`src/rtl/axi4_rd_arbiter_pkg.sv`:
```
// Shared definitions for the two-requester AXI4 read arbiter:
// FSM encodings and fixed AR-channel attribute values.
package axi4_rd_arbiter_pkg;

    typedef enum logic [2:0] {
        S_IDLE = 3'b001,
        S_ADDR = 3'b010,
        S_DATA = 3'b100
    } state_t;

    localparam logic [1:0] AXI_BURST_INCR  = 2'b01;
    localparam logic       AXI_LOCK_NORMAL = 1'b0;
    localparam logic [3:0] AXI_CACHE_NONE  = 4'b0000;
    localparam logic [2:0] AXI_PROT_NONE   = 3'b000;
    localparam logic [3:0] AXI_QOS_NONE    = 4'b0000;
    localparam logic [3:0] AXI_REGION_NONE = 4'b0000;

endpackage

```
`src/rtl/axi4_rd_arbiter_rr.sv`:
```
// Combinational 2-way round-robin pick: a lone request wins,
// a tie goes to the requester that was not granted last.
module rr_arbiter2 (
    input  logic [1:0] req,
    input  logic       last_grant,
    output logic [1:0] grant
);

    always_comb begin
        grant = 2'b00;
        unique case (req)
            2'b01:   grant = 2'b01;
            2'b10:   grant = 2'b10;
            2'b11:   grant = last_grant ? 2'b01 : 2'b10;
            default: grant = 2'b00;
        endcase
    end

endmodule

```
`src/rtl/axi4_rd_arbiter.sv`:
```
// Shares one AXI4 read channel between two requesters, one burst
// at a time, round-robin at burst granularity.
module axi4_rd_arbiter
    import axi4_rd_arbiter_pkg::*;
#(
    parameter int AXI_DATA_WIDTH = 64,
    parameter int AXI_ADDR_WIDTH = 32,
    parameter int AXI_ID_WIDTH   = 4
) (
    input  logic                      clk,
    input  logic                      reset,

    input  logic [AXI_ID_WIDTH-1:0]   s0_axi_arid,
    input  logic [AXI_ADDR_WIDTH-1:0] s0_axi_araddr,
    input  logic [7:0]                s0_axi_arlen,
    input  logic [2:0]                s0_axi_arsize,
    input  logic [1:0]                s0_axi_arburst,
    input  logic                      s0_axi_arvalid,
    output logic                      s0_axi_arready,
    output logic [AXI_ID_WIDTH-1:0]   s0_axi_rid,
    output logic [AXI_DATA_WIDTH-1:0] s0_axi_rdata,
    output logic [1:0]                s0_axi_rresp,
    output logic                      s0_axi_rlast,
    output logic                      s0_axi_rvalid,
    input  logic                      s0_axi_rready,

    input  logic [AXI_ID_WIDTH-1:0]   s1_axi_arid,
    input  logic [AXI_ADDR_WIDTH-1:0] s1_axi_araddr,
    input  logic [7:0]                s1_axi_arlen,
    input  logic [2:0]                s1_axi_arsize,
    input  logic [1:0]                s1_axi_arburst,
    input  logic                      s1_axi_arvalid,
    output logic                      s1_axi_arready,
    output logic [AXI_ID_WIDTH-1:0]   s1_axi_rid,
    output logic [AXI_DATA_WIDTH-1:0] s1_axi_rdata,
    output logic [1:0]                s1_axi_rresp,
    output logic                      s1_axi_rlast,
    output logic                      s1_axi_rvalid,
    input  logic                      s1_axi_rready,

    output logic [AXI_ID_WIDTH-1:0]   m_axi_arid,
    output logic [AXI_ADDR_WIDTH-1:0] m_axi_araddr,
    output logic [7:0]                m_axi_arlen,
    output logic [2:0]                m_axi_arsize,
    output logic [1:0]                m_axi_arburst,
    output logic                      m_axi_arlock,
    output logic [3:0]                m_axi_arcache,
    output logic [2:0]                m_axi_arprot,
    output logic [3:0]                m_axi_arqos,
    output logic [3:0]                m_axi_arregion,
    output logic                      m_axi_arvalid,
    input  logic                      m_axi_arready,
    input  logic [AXI_ID_WIDTH-1:0]   m_axi_rid,
    input  logic [AXI_DATA_WIDTH-1:0] m_axi_rdata,
    input  logic [1:0]                m_axi_rresp,
    input  logic                      m_axi_rlast,
    input  logic                      m_axi_rvalid,
    output logic                      m_axi_rready,

    output logic                      busy,
    output logic [1:0]                grant
);

    state_t     state;
    state_t     state_next;
    logic [1:0] req;
    logic [1:0] pick;
    logic [1:0] grant_q;
    logic       last_grant;
    logic       owner_rready;
    logic       r_done;
    logic       take;

    assign req = {s1_axi_arvalid, s0_axi_arvalid};

    rr_arbiter2 u_rr (
        .req        (req),
        .last_grant (last_grant),
        .grant      (pick)
    );

    assign owner_rready = (grant_q[0] & s0_axi_rready)
                        | (grant_q[1] & s1_axi_rready);
    assign r_done = (state == S_DATA) & m_axi_rvalid
                  & owner_rready & m_axi_rlast;
    assign take = (state == S_IDLE) & (|pick);

    always_ff @(posedge clk) begin
        if (reset) begin
            state <= S_IDLE;
        end else begin
            state <= state_next;
        end
    end

    // arready is masked during reset so no request is acked and then dropped
    always_comb begin
        state_next     = state;
        s0_axi_arready = 1'b0;
        s1_axi_arready = 1'b0;
        s0_axi_rvalid  = 1'b0;
        s1_axi_rvalid  = 1'b0;
        m_axi_rready   = 1'b0;
        unique case (state)
            S_IDLE: begin
                s0_axi_arready = pick[0] & ~reset;
                s1_axi_arready = pick[1] & ~reset;
                if (|pick) state_next = S_ADDR;
            end
            S_ADDR: begin
                if (m_axi_arready) state_next = S_DATA;
            end
            S_DATA: begin
                m_axi_rready  = owner_rready;
                s0_axi_rvalid = m_axi_rvalid & grant_q[0];
                s1_axi_rvalid = m_axi_rvalid & grant_q[1];
                if (m_axi_rvalid && owner_rready && m_axi_rlast)
                    state_next = S_IDLE;
            end
            default: state_next = S_IDLE;
        endcase
    end

    always_ff @(posedge clk) begin
        if (reset) begin
            grant_q       <= 2'b00;
            last_grant    <= 1'b1;
            m_axi_arid    <= '0;
            m_axi_araddr  <= '0;
            m_axi_arlen   <= '0;
            m_axi_arsize  <= '0;
            m_axi_arburst <= '0;
        end else if (take) begin
            grant_q       <= pick;
            last_grant    <= pick[1];
            m_axi_arid    <= pick[1] ? s1_axi_arid    : s0_axi_arid;
            m_axi_araddr  <= pick[1] ? s1_axi_araddr  : s0_axi_araddr;
            m_axi_arlen   <= pick[1] ? s1_axi_arlen   : s0_axi_arlen;
            m_axi_arsize  <= pick[1] ? s1_axi_arsize  : s0_axi_arsize;
            m_axi_arburst <= pick[1] ? s1_axi_arburst : s0_axi_arburst;
        end else if (r_done) begin
            grant_q <= 2'b00;
        end
    end

    assign m_axi_arvalid  = (state == S_ADDR);
    assign busy           = (state != S_IDLE);
    assign grant          = grant_q;

    assign m_axi_arlock   = AXI_LOCK_NORMAL;
    assign m_axi_arcache  = AXI_CACHE_NONE;
    assign m_axi_arprot   = AXI_PROT_NONE;
    assign m_axi_arqos    = AXI_QOS_NONE;
    assign m_axi_arregion = AXI_REGION_NONE;

    assign s0_axi_rid   = m_axi_rid;
    assign s0_axi_rdata = m_axi_rdata;
    assign s0_axi_rresp = m_axi_rresp;
    assign s0_axi_rlast = m_axi_rlast;
    assign s1_axi_rid   = m_axi_rid;
    assign s1_axi_rdata = m_axi_rdata;
    assign s1_axi_rresp = m_axi_rresp;
    assign s1_axi_rlast = m_axi_rlast;

endmodule

```
`config.mk`:
```
export PLATFORM = sky130hd
export DESIGN_NAME = axi4_rd_arbiter
export DESIGN_NICKNAME = d
export VERILOG_FILES = /design/src/rtl/axi4_rd_arbiter_pkg.sv /design/src/rtl/axi4_rd_arbiter_rr.sv /design/src/rtl/axi4_rd_arbiter.sv
export SDC_FILE = /design/constraint.sdc
export NUM_CORES = 1
export LEC_CHECK = 0
export BUFFER_PORTS_ARGS = -buffer_cell sky130_fd_sc_hd__buf_2
export CAP_MARGIN = 10
export CORE_AREA = 3 3 154 156
export CTS_BUF_LIST = sky130_fd_sc_hd__clkbuf_16
export DETAILED_ROUTE_END_ITERATION = 7
export DIE_AREA = 0 0 157 159
export PLACE_DENSITY = 0.57
export SKIP_CTS_REPAIR_TIMING = 1
export SLEW_MARGIN = 10
export SYNTH_ARGS = -nofsm -noshare
export SYNTH_HDL_FRONTEND = slang
export SYNTH_SLANG_ARGS = --single-unit
```
`constraint.sdc`:
```
create_clock -name clk -period 1.25 [get_ports clk]
set_clock_uncertainty 0.1 [all_clocks]
set_input_delay 0.0625 -clock clk [delete_from_list [all_inputs] [get_ports clk]]
set_output_delay 0.0625 -clock clk [all_outputs]
set_load 0.005 [all_outputs]
```
* Word-level counts from Yosys, hierarchy flattened
Index checks and enable logic that the tools add are counted.
Operators by class: equal/unequal tests 10, reduce and logical (&&, ||, !) cells 5, muxes and demuxes 18, bitwise logic cells 12
Operators by type and width (count):
- 2-to-1 mux 32 bit | 1
- 2-to-1 mux 3 bit | 4
- AND 1 bit | 10
- one-hot mux 3 bit (3 select lines) | 1
- 2-to-1 mux 2 bit | 4
- 2-to-1 mux 8 bit | 1
- inequality test 2 x 1 -> 1 bit (second input constant) | 3
- one-hot mux 2 bit (3 select lines) | 1
- 2-to-1 mux 1 bit | 5
- equality test 2 bit (second input constant) | 2
- 2-to-1 mux 4 bit | 1
- equality test 3 x 1 -> 1 bit (second input constant) | 1
- equality test 3 x 2 -> 1 bit (second input constant) | 1
- equality test 3 bit (second input constant) | 1
- inequality test 3 x 1 -> 1 bit (second input constant) | 1
- AND reduction 3 bit | 1
- equality test 2 x 1 -> 1 bit (second input constant) | 1
- logical AND 1 bit | 2
- nonzero test 2 bit | 1
- OR reduction 2 bit | 1
- inverter 1 bit | 1
- OR 1 bit | 1
Word-level totals: output and inout bits 216, logic and storage cells 53, input port bits 177, register bits 55

* Longest topological paths before layout
Gate-level depths: netlist (run 1).
depth after elaboration 6, mapped depth 7, gate-level depth less buffers 6

* Hierarchy
Synthesis (run 1) repeated with hierarchy kept, for this count alone.
Second synthesis, totals: cells, all modules 426, area, all modules 3976.3 um^2
Modules (own cells, without submodules):
- axi4_rd_arbiter | cells an instance 423, seq. area each 1101.1 um^2, area an instance 3957.5 um^2, times used 1
- rr_arbiter2 | cells an instance 3, seq. area each 0.0 um^2, area an instance 18.8 um^2, times used 1

* Worst setup path before layout (run 1)
No wires, ideal clock.
kind flip-flop to flip-flop, start point reg state[2], end point reg grant_q[0], in the netlist grant[0], buffers on the path 2, slack -134 ps, setup time 114 ps, required time 1036 ps, stages on the path, launching flop included 8, arrival time 1170 ps, period minus slack after synthesis 1384 ps, cells stage by stage dfxtp_1 -> buf_2 -> nor2_4 -> inv_2 -> nor2_4 -> buf_6 -> a211oi_1 -> a21o_1
On the way: longest elaborated chain between the ends 5, elaborated cells between the ends (all ways) 8, those cells by class eq/ne (2); mux (1); bitwise (4); reduce/logical (1)
RTL lines:
- start: declaration | line axi4_rd_arbiter.sv:64 | state_t state;
- start signal: assignment | line axi4_rd_arbiter.sv:92 | state <= state_next;
- equality test 3 bit | line axi4_rd_arbiter.sv:84 | assign r_done = (state == S_DATA) & m_axi_rvalid
- AND 1 bit | line axi4_rd_arbiter.sv:84
- AND 1 bit (2 in series) | line axi4_rd_arbiter.sv:85 | & owner_rready & m_axi_rlast;
- nonzero test 2 bit (no source line)
- end signal: assignment | line axi4_rd_arbiter.sv:134 | grant_q <= pick;
- end: declaration | line axi4_rd_arbiter.sv:68 | logic [1:0] grant_q;
Parallel ways exist; a longest one is shown, timed or not. A chain may end at the register's enable or synchronous reset.

* Worst setup path in the final report (run 1)
start point reg state[1], end point reg grant_q[0], in the netlist grant[0]
Same word-level chain as after synthesis.

==> results of run 1 <==
==> through the flow <==
stage	std cells	setup slack (ns)	setup TNS, ns
final	751	-0.2924	-13.99
after global routing	751	-0.3629	-18.56
after CTS	735	-0.5075	-12.03
after detailed placement	727	-0.2229	-9.133
after global placement	727	-0.1711	-7.141
after floorplan	439	-0.1063	-4.537
==> registers in the layout (all words and copies together) (netlist names) <==
register and count:
m_axi_arlen 8, m_axi_arsize 3, state 3, m_axi_arburst 2, m_axi_araddr 32, m_axi_arid 4, grant 2, last_grant 1
==> power by group through the flow <==
stage | Clock, mW | Sequential (mW) | Combinational, mW
2_1_floorplan | 0 | 2.30 | 1.57
6_report | 1.67 | 2.24 | 2.58
3_3_place_gp | 0 | 2.28 | 2.06
3_5_place_dp | 0 | 2.27 | 2.10
5_1_grt | 1.82 | 2.29 | 2.83
4_1_cts | 1.78 | 2.24 | 2.10
==> worst paths after layout <==
| kind | from | end | slack (ns) |
|---|---|---|---|
| setup reg to reg | state[1]$_SDFFE_PP0P_ | grant[0]$_SDFFE_PP0P_ | -0.29 |
| hold / removal | s0_axi_arlen[3] | m_axi_arlen[3]$_SDFFE_PP0P_ | -0.02 |
| hold reg to reg | m_axi_araddr[0]$_SDFFE_PP0P_ | m_axi_araddr[0]$_SDFFE_PP0P_ | 0.39 |
| setup / recovery | state[1]$_SDFFE_PP0P_ | grant[0]$_SDFFE_PP0P_ | -0.29 |
==> logic make-up after synthesis <==
group / synth area share (%)
flops: 29.62
buf+inv: 35.78
compound gates: 26.09
other cells: 0.1009
simple gates: 8.415
==> per-layer routing <==
layer	track usage, %	part of all wire [%]	routed length (µm)
met1	9.043	35	4636
met2	14.97	48	6306
met3	5.708	14	1877
met4	3.462	2.6	340
met5	0	0	0
==> area by class of cell <==
type                       instances  area (µm²)  area share, %
clock buffer                       5       125.1          2.811
clock inverter                     3       42.54         0.9559
inverter                           2       7.507         0.1687
multi-input combinational        197        1445          32.47
tap                              285       356.6          8.012
timing repair buffer             204        1364          30.64
sequential                        55        1110          24.94
==> worst reg2reg max path: stages, from the launching register on <==
cell and delay (ns):
dfxtp_1 0.32, nand2b_4 0.15, nor2_4 0.14, inv_2 0.07, nor2_4 0.13, buf_8 0.16
clkbuf_16 0.17, a211oi_2 0.05, a21o_1 0.16
==> placed cells by master (no fill, tap or decap), types with 3 or more instances in the layout <==
master | netlist | final
a21o_1 | 5 | 5
and3_1 | 3 | 3
conb_1 | 1 | 16
buf_4 | 162 | 15
buf_8 | 0 | 3
nor2_1 | 52 | 51
clkbuf_16 | 0 | 10
dlygate4sd3_1 | 0 | 3
o22ai_1 | 49 | 49
a211oi_2 | 40 | 45
buf_2 | 10 | 165
dfxtp_1 | 55 | 52
buf_6 | 1 | 4
buf_12 | 0 | 9
a211oi_1 | 12 | 7
==> summary.txt, run 1 <==
Finish
  • Post-route cell area: 4451 µm²
  • Area growth, synth to finish: 19.72%
  • Antenna diode count: 0
  • Nets: 642
  • Fin util: 19.78%
  • Layout cells sized above 1: 58.15%
  • FILL cells: 2,475

Timing
  • Fin crit share: 123.4%
  • Achievable clock frequency: 648.3 MHz
  • Setup violations, final: 59
  • Min Hold Slack: -0.01926 ns
  • Final min period: 1.542 ns
  • Worst setup margin: -0.2924 ns
  • Unrepaired setup endpoints after global routing: true
  • Final Hold Fails: 1
  • Slew Viols, Final: 0

Critical path
  • CP arrival: 1.65 ns
  • CP peak stage delay: 0.32 ns
  • CP endpoint kind: flip-flop
  • CP Class: reg2reg
  • Crit start category: flip-flop
  • Worst-path cell chain: nand2b_4 -> nor2_4 -> inv_2 -> nor2_4 -> buf_8 -> clkbuf_16 -> a211oi_2 -> a21o_1
  • Stages on the worst setup path: 8
  • Crit path max-delay family: simple AND/OR/NAND/NOR gates
  • CP bufs+invs: 3
  • CP most frequent cell: nor2_4
  • CP required: 1.35 ns
  • Max FO, Critical Path: 7
  • CP max-delay cell: dfxtp_1
  • R2R cell count: 8

Placement
  • Final Wtd Congestion: 0.6949
  • # port buffers: 166
  • Placed cell area: 3900 µm²
  • Dpl hpwl: 9608 µm

Floorplan
  • Core area: 22,500 µm²
  • DIE HEIGHT: 159 µm
  • IO Count: 393
  • # rows: 55
  • Die X: 157 µm
  • Starting Density: 16.52%
  • Die Area: 24,960 µm²

Power and ir drop
  • Leakage: 1.973 nW
  • VDD IR max: 691.9 µV
  • Sequential Power Share: 34.5%
  • Internal: 4.321 mW
  • Pwr Total: 6.500 mW
  • Switching part of the total: 33.53%
  • Comb power frac: 39.8%
  • Cell Pwr Density: 1461 nW/µm²
  • Clock power frac: 25.8%
  • P_sw: 2.180 mW

Min path
  • Hold path cells: 3
  • Hold Crit Class: in2reg

Logic synthesis
  • Distinct cells, synth: 27
  • Syn. warnings: 0
  • Synthesized cell area: 3717 µm²
  • Synth top area share: 32.72%
  • Yosys top cell by area: buf_4
  • Area contributors post-synth: buf_4, dfxtp_1, a211oi_2, o22ai_1, nor2_1
  • Register area share after synthesis: 29.62%
  • Synth async-reset ratio: 0%
  • Seq cells post-synth: 55
  • Mean Syn Cell Area: 8.767 µm²
  • EDFF count, synth: 0
  • Most instantiated cells after synthesis: buf_4, dfxtp_1, nor2_1
  • Main synth FF type: dfxtp_1
  • Synthesized instance count: 424
  • Most common cell in the netlist: buf_4

Drt
  • Vias: 2,902
  • Via-to-Cell Ratio: 3.864
  • Total routed wirelength: 13,160 µm
  • DRC: 0
  • DR iter-0 viols: 82
  • Routed Antenna Nets: 0
  • First-pass detailed-route iteration total: 4
  • Routed wire length per instance: 17.52 µm

Global route
  • Global-route wire length before repair: 17,060 µm
  • Largest net degree at the start of global routing: 41
  • Initial antenna violation count: 0
  • Gr usage total: 9.016%
  • Number of global-route vias before repair: 2,808
  • Grt ovf: 0

CTS
  • Worst-path clk slew: 0.08 ns
  • CTS Root Cell: clkbuf_16
  • Worst-Skew Late Latency: 0.30 ns
  • Clock buffer count from CTS: 5
  • Clk sinks: 55
  • H-tree levels: 2
  • Longest Clk Path Bufs: 2
  • CTS tree: yes

Job
  • Maxcap violations: 0

Status
  • Status: finished with violations
  • Failing checks: negative hold slack, negative setup slack
(Power assumes the default switching activity.)
==> run 2, diff against run 1 <==
--- a/config.mk
+++ b/config.mk
@@ -7,13 +7,14 @@
 export LEC_CHECK = 0
 export BUFFER_PORTS_ARGS = -buffer_cell sky130_fd_sc_hd__buf_2
 export CAP_MARGIN = 10
-export CORE_AREA = 3 3 154 156
+export CORE_AREA = 3 3 152 154
 export CTS_BUF_LIST = sky130_fd_sc_hd__clkbuf_16
 export DETAILED_ROUTE_END_ITERATION = 7
-export DIE_AREA = 0 0 157 159
-export PLACE_DENSITY = 0.57
+export DIE_AREA = 0 0 155 157
+export PLACE_DENSITY = 0.53
 export SKIP_CTS_REPAIR_TIMING = 1
 export SLEW_MARGIN = 10
 export SYNTH_ARGS = -nofsm -noshare
 export SYNTH_HDL_FRONTEND = slang
+export SYNTH_HIERARCHICAL = 1
 export SYNTH_SLANG_ARGS = --single-unit
==> summary.txt, run 2 <==
Timing
  • Fin crit share: 127.2% (+3.9 points)
  • Post-Route Setup TNS: -17.33 ns (-3.345 ns)
  • Achievable clock frequency: 628.7 MHz (-3.0%)
  • Unrepaired setup endpoints after global routing: true
  • Worst setup margin: -0.3406 ns (-0.04820 ns)
  • Min Hold Slack: 0.02050 ns (+0.03975 ns)
  • Final Hold Fails: 0 (-1)
  • Setup violations, final: 61 (+3.4%)
  • Final min period: 1.591 ns (+0.04820 ns)
  • Slew Viols, Final: 0 (unchanged)

Critical path
  • R2R cell count: 7 (-1)
  • CP endpoint kind: flip-flop
  • Max FO, Critical Path: 5 (-2)
  • CP Class: reg2reg
  • R2r setup slk: -0.34 ns (-0.05 ns)
  • CP required: 1.36 ns (about the same)
  • R2R Path Start: state[0]$_SDFFE_PP1P_
  • Crit start category: flip-flop
  • CP arrival: 1.70 ns (+0.05 ns)
  • Critical Path Start: state[0]$_SDFFE_PP1P_
  • R2R Path End: grant[0]$_SDFFE_PP0P_

Finish
  • Commonest non-fill, non-tap cell in the layout: buf_2
  • FF+latch area: 1111 µm² (+0.11%)
  • Post-route cell area: 4891 µm² (+9.9%)
  • Area growth, synth to finish: 23.00%
  • Antenna diode count: 0 (unchanged)
  • Footprint of the multi-input gates: 1732 µm² (+20%)
  • Largest register by flop count: m_axi_araddr
  • Most frequent cells in the layout: buf_2, dfxtp_1, a211oi_2
  • FILL cells: 2,371 (-4.2%)
  • Nets: 659 (+2.6%)
  • Leading registers by flop count: m_axi_araddr: 32 flops, m_axi_arlen: 8 flops, m_axi_arid: 4 flops
  • Largest register FFs: 32 (unchanged)
  • Layout cells sized above 1: 63.15% (+5.0 points)

Logic synthesis
  • Most common cell in the netlist: buf_4
  • Most instantiated cells after synthesis: buf_4, nor2_1, dfxtp_1
  • Synth Area in Compound Gates: 17.53% (-8.6 points)
  • Synthesized cell area: 3976 µm² (+7.0%)
  • Xor-xnor portion of the synthesized cell area: 0% (unchanged)
  • Synth top area share: 30.59% (-2.1 points)
  • EDFF count, synth: 0 (unchanged)
  • Combinational family with the most area after synthesis: buffers and inverters
  • Synth async-reset ratio: 0% (unchanged)
  • Register area share after synthesis: 27.69% (-1.9 points)
  • Syn. warnings: 6 (+6)
  • Post-synthesis mux area share: 12.33% (+12 points)
  • Yosys top cell by area: buf_4
  • Synthesized instance count: 426 (+0.47%)
  • Seq cells post-synth: 55 (unchanged)
  • Main synth FF type: dfxtp_1
  • Area contributors post-synth: buf_4, dfxtp_1, a211oi_2, mux2i_1, nor2_1
  • Post-Synth Simple-Gate Area: 7.992% (-0.42 points)
  • Post-Synth Adder-Cell Area: 0% (unchanged)
  • Distinct cells, synth: 29 (+7.4%)
  • Mean Syn Cell Area: 9.334 µm² (+6.5%)

CTS
  • H-tree levels: 2 (unchanged)
  • Clk sinks: 55 (unchanged)
  • Worst-path clk slew: 0.08 ns (about the same)
  • Longest Clk Path Bufs: 2 (unchanged)
  • Worst-Skew Late Latency: 0.30 ns (about the same)
  • Clock buffer count from CTS: 5 (unchanged)
  • CTS tree: yes
  • CTS Root Cell: clkbuf_16

Drt
  • Met2 WL: 6148 µm (-2.5%)
  • DRC: 0 (unchanged)
  • Routed wire length per instance: 16.65 µm (-5.0%)
  • Routed Antenna Nets: 0 (unchanged)
  • Via-to-Cell Ratio: 3.809 (-1.4%)
  • Wl on met1: 4426 µm (-4.5%)
  • DR iter-0 viols: 74 (-9.8%)
  • First-pass detailed-route iteration total: 4 (unchanged)
  • Wire length on met3: 1586 µm (-16%)
  • Max Used Layer: met4
  • Vias: 2,906 (+0.14%)
  • Total routed wirelength: 12,700 µm (-3.5%)

Min path
  • Hold path cells: 3 (unchanged)
  • Hold Crit Class: in2reg
  • Hold endpoint: m_axi_araddr[14]$_SDFFE_PP0P_
  • Hold wc startpoint: s1_axi_araddr[14]

Floorplan
  • Die Area: 24,340 µm² (-2.5%)
  • Starting Density: 18.22% (+1.7 points)
  • DIE HEIGHT: 157 µm (-1.3%)
  • Die X: 155 µm (-1.3%)
  • # rows: 54 (-1.8%)
  • IO Count: 393 (unchanged)
  • Core area: 21,820 µm² (-3.0%)

Power and ir drop
  • Pwr Total: 6.143 mW (-5.5%)
  • VDD IR max: 441.8 µV (-36%)
  • Leakage: 2.207 nW (+12%)
  • Cell Pwr Density: 1256 nW/µm² (-14%)

Placement
  • Final Wtd Congestion: 0.7401 (+6.5%)
  • Pre-CTS setup slack: -0.3734 ns (-0.1505 ns)
  • Dpl hpwl: 8949 µm (-6.9%)
  • Placed cell area: 4184 µm² (+7.3%)
  • # port buffers: 166 (unchanged)

Global route
  • Grt ovf: 0 (unchanged)
  • Number of global-route vias before repair: 2,621 (-6.7%)
  • Largest net degree at the start of global routing: 48 (+17%)
  • Global-route wire length before repair: 15,890 µm (-6.8%)
  • Initial antenna violation count: 0 (unchanged)
  • Gr usage total: 8.540% (-0.48 points)

Status
  • Failing checks: negative setup slack
  • Status: finished with violations

Job
  • Maxcap violations: 0 (unchanged)
run 2: critical path, cell delays in order (launching register included):
cell       delay, ns
dfxtp_2         0.32
nor2b_4         0.12
and2b_1         0.18
inv_2           0.12
nor2_8          0.06
buf_4           0.17
clkbuf_16       0.17
o41ai_2         0.26
run 2: power by group:
group / switching, mW / leakage (nW) / total [mW] / internal, mW
sequential: 0.159 / 0.457 / 2.19 / 2.03
combinational: 1.16 / 1.68 / 2.47 / 1.31
clock: 0.733 / 0.0716 / 1.48 / 0.748
run 2: final cells by class:
cell class              instances  share of cell area (%)
clock buffers                   5                   2.558
clock inverters                 3                  0.4093
inverters                       7                  0.6395
multi-input cells             198                   35.41
flip-flops and latches         55                   22.72
well taps                     280                   7.163
repair buffers                215                   31.11
run 2: layer usage:
layer  up-vias  global-route usage (%)
met5         -                       0
met1      1279                   8.891
met4         0                   4.668
met3        50                   4.812
met2       209                   13.71
li1       1368                       -
run 2: metrics by stage:
stage	instances	utilization [%]
floorplan	441	-
detailed placement	732	19.17
global placement	732	19.17
CTS	740	19.84
global route	763	22.41
finish	763	22.41
run 2: logic make-up after synthesis:
family / count (synthesis)
other: 1
and+or+nand+nor: 73
buffers and inverters: 188
DFF: 55
muxes: 49
AOI/OAI and AO/OA: 60
run 2: worst max path at each step:
stage	endpoint	slack [ns]	cells after the start
CTS	s1_axi_arready	-0.44	6
global placement	m_axi_arsize[2]$_SDFFE_PP0P_	-0.32	7
detailed placement	m_axi_araddr[20]$_SDFFE_PP0P_	-0.37	7
floorplan	m_axi_araddr[1]$_SDFFE_PP0P_	-0.16	7
global route	m_axi_arlen[1]$_SDFFE_PP0P_	-0.41	8
finish	grant[0]$_SDFFE_PP0P_	-0.34	7
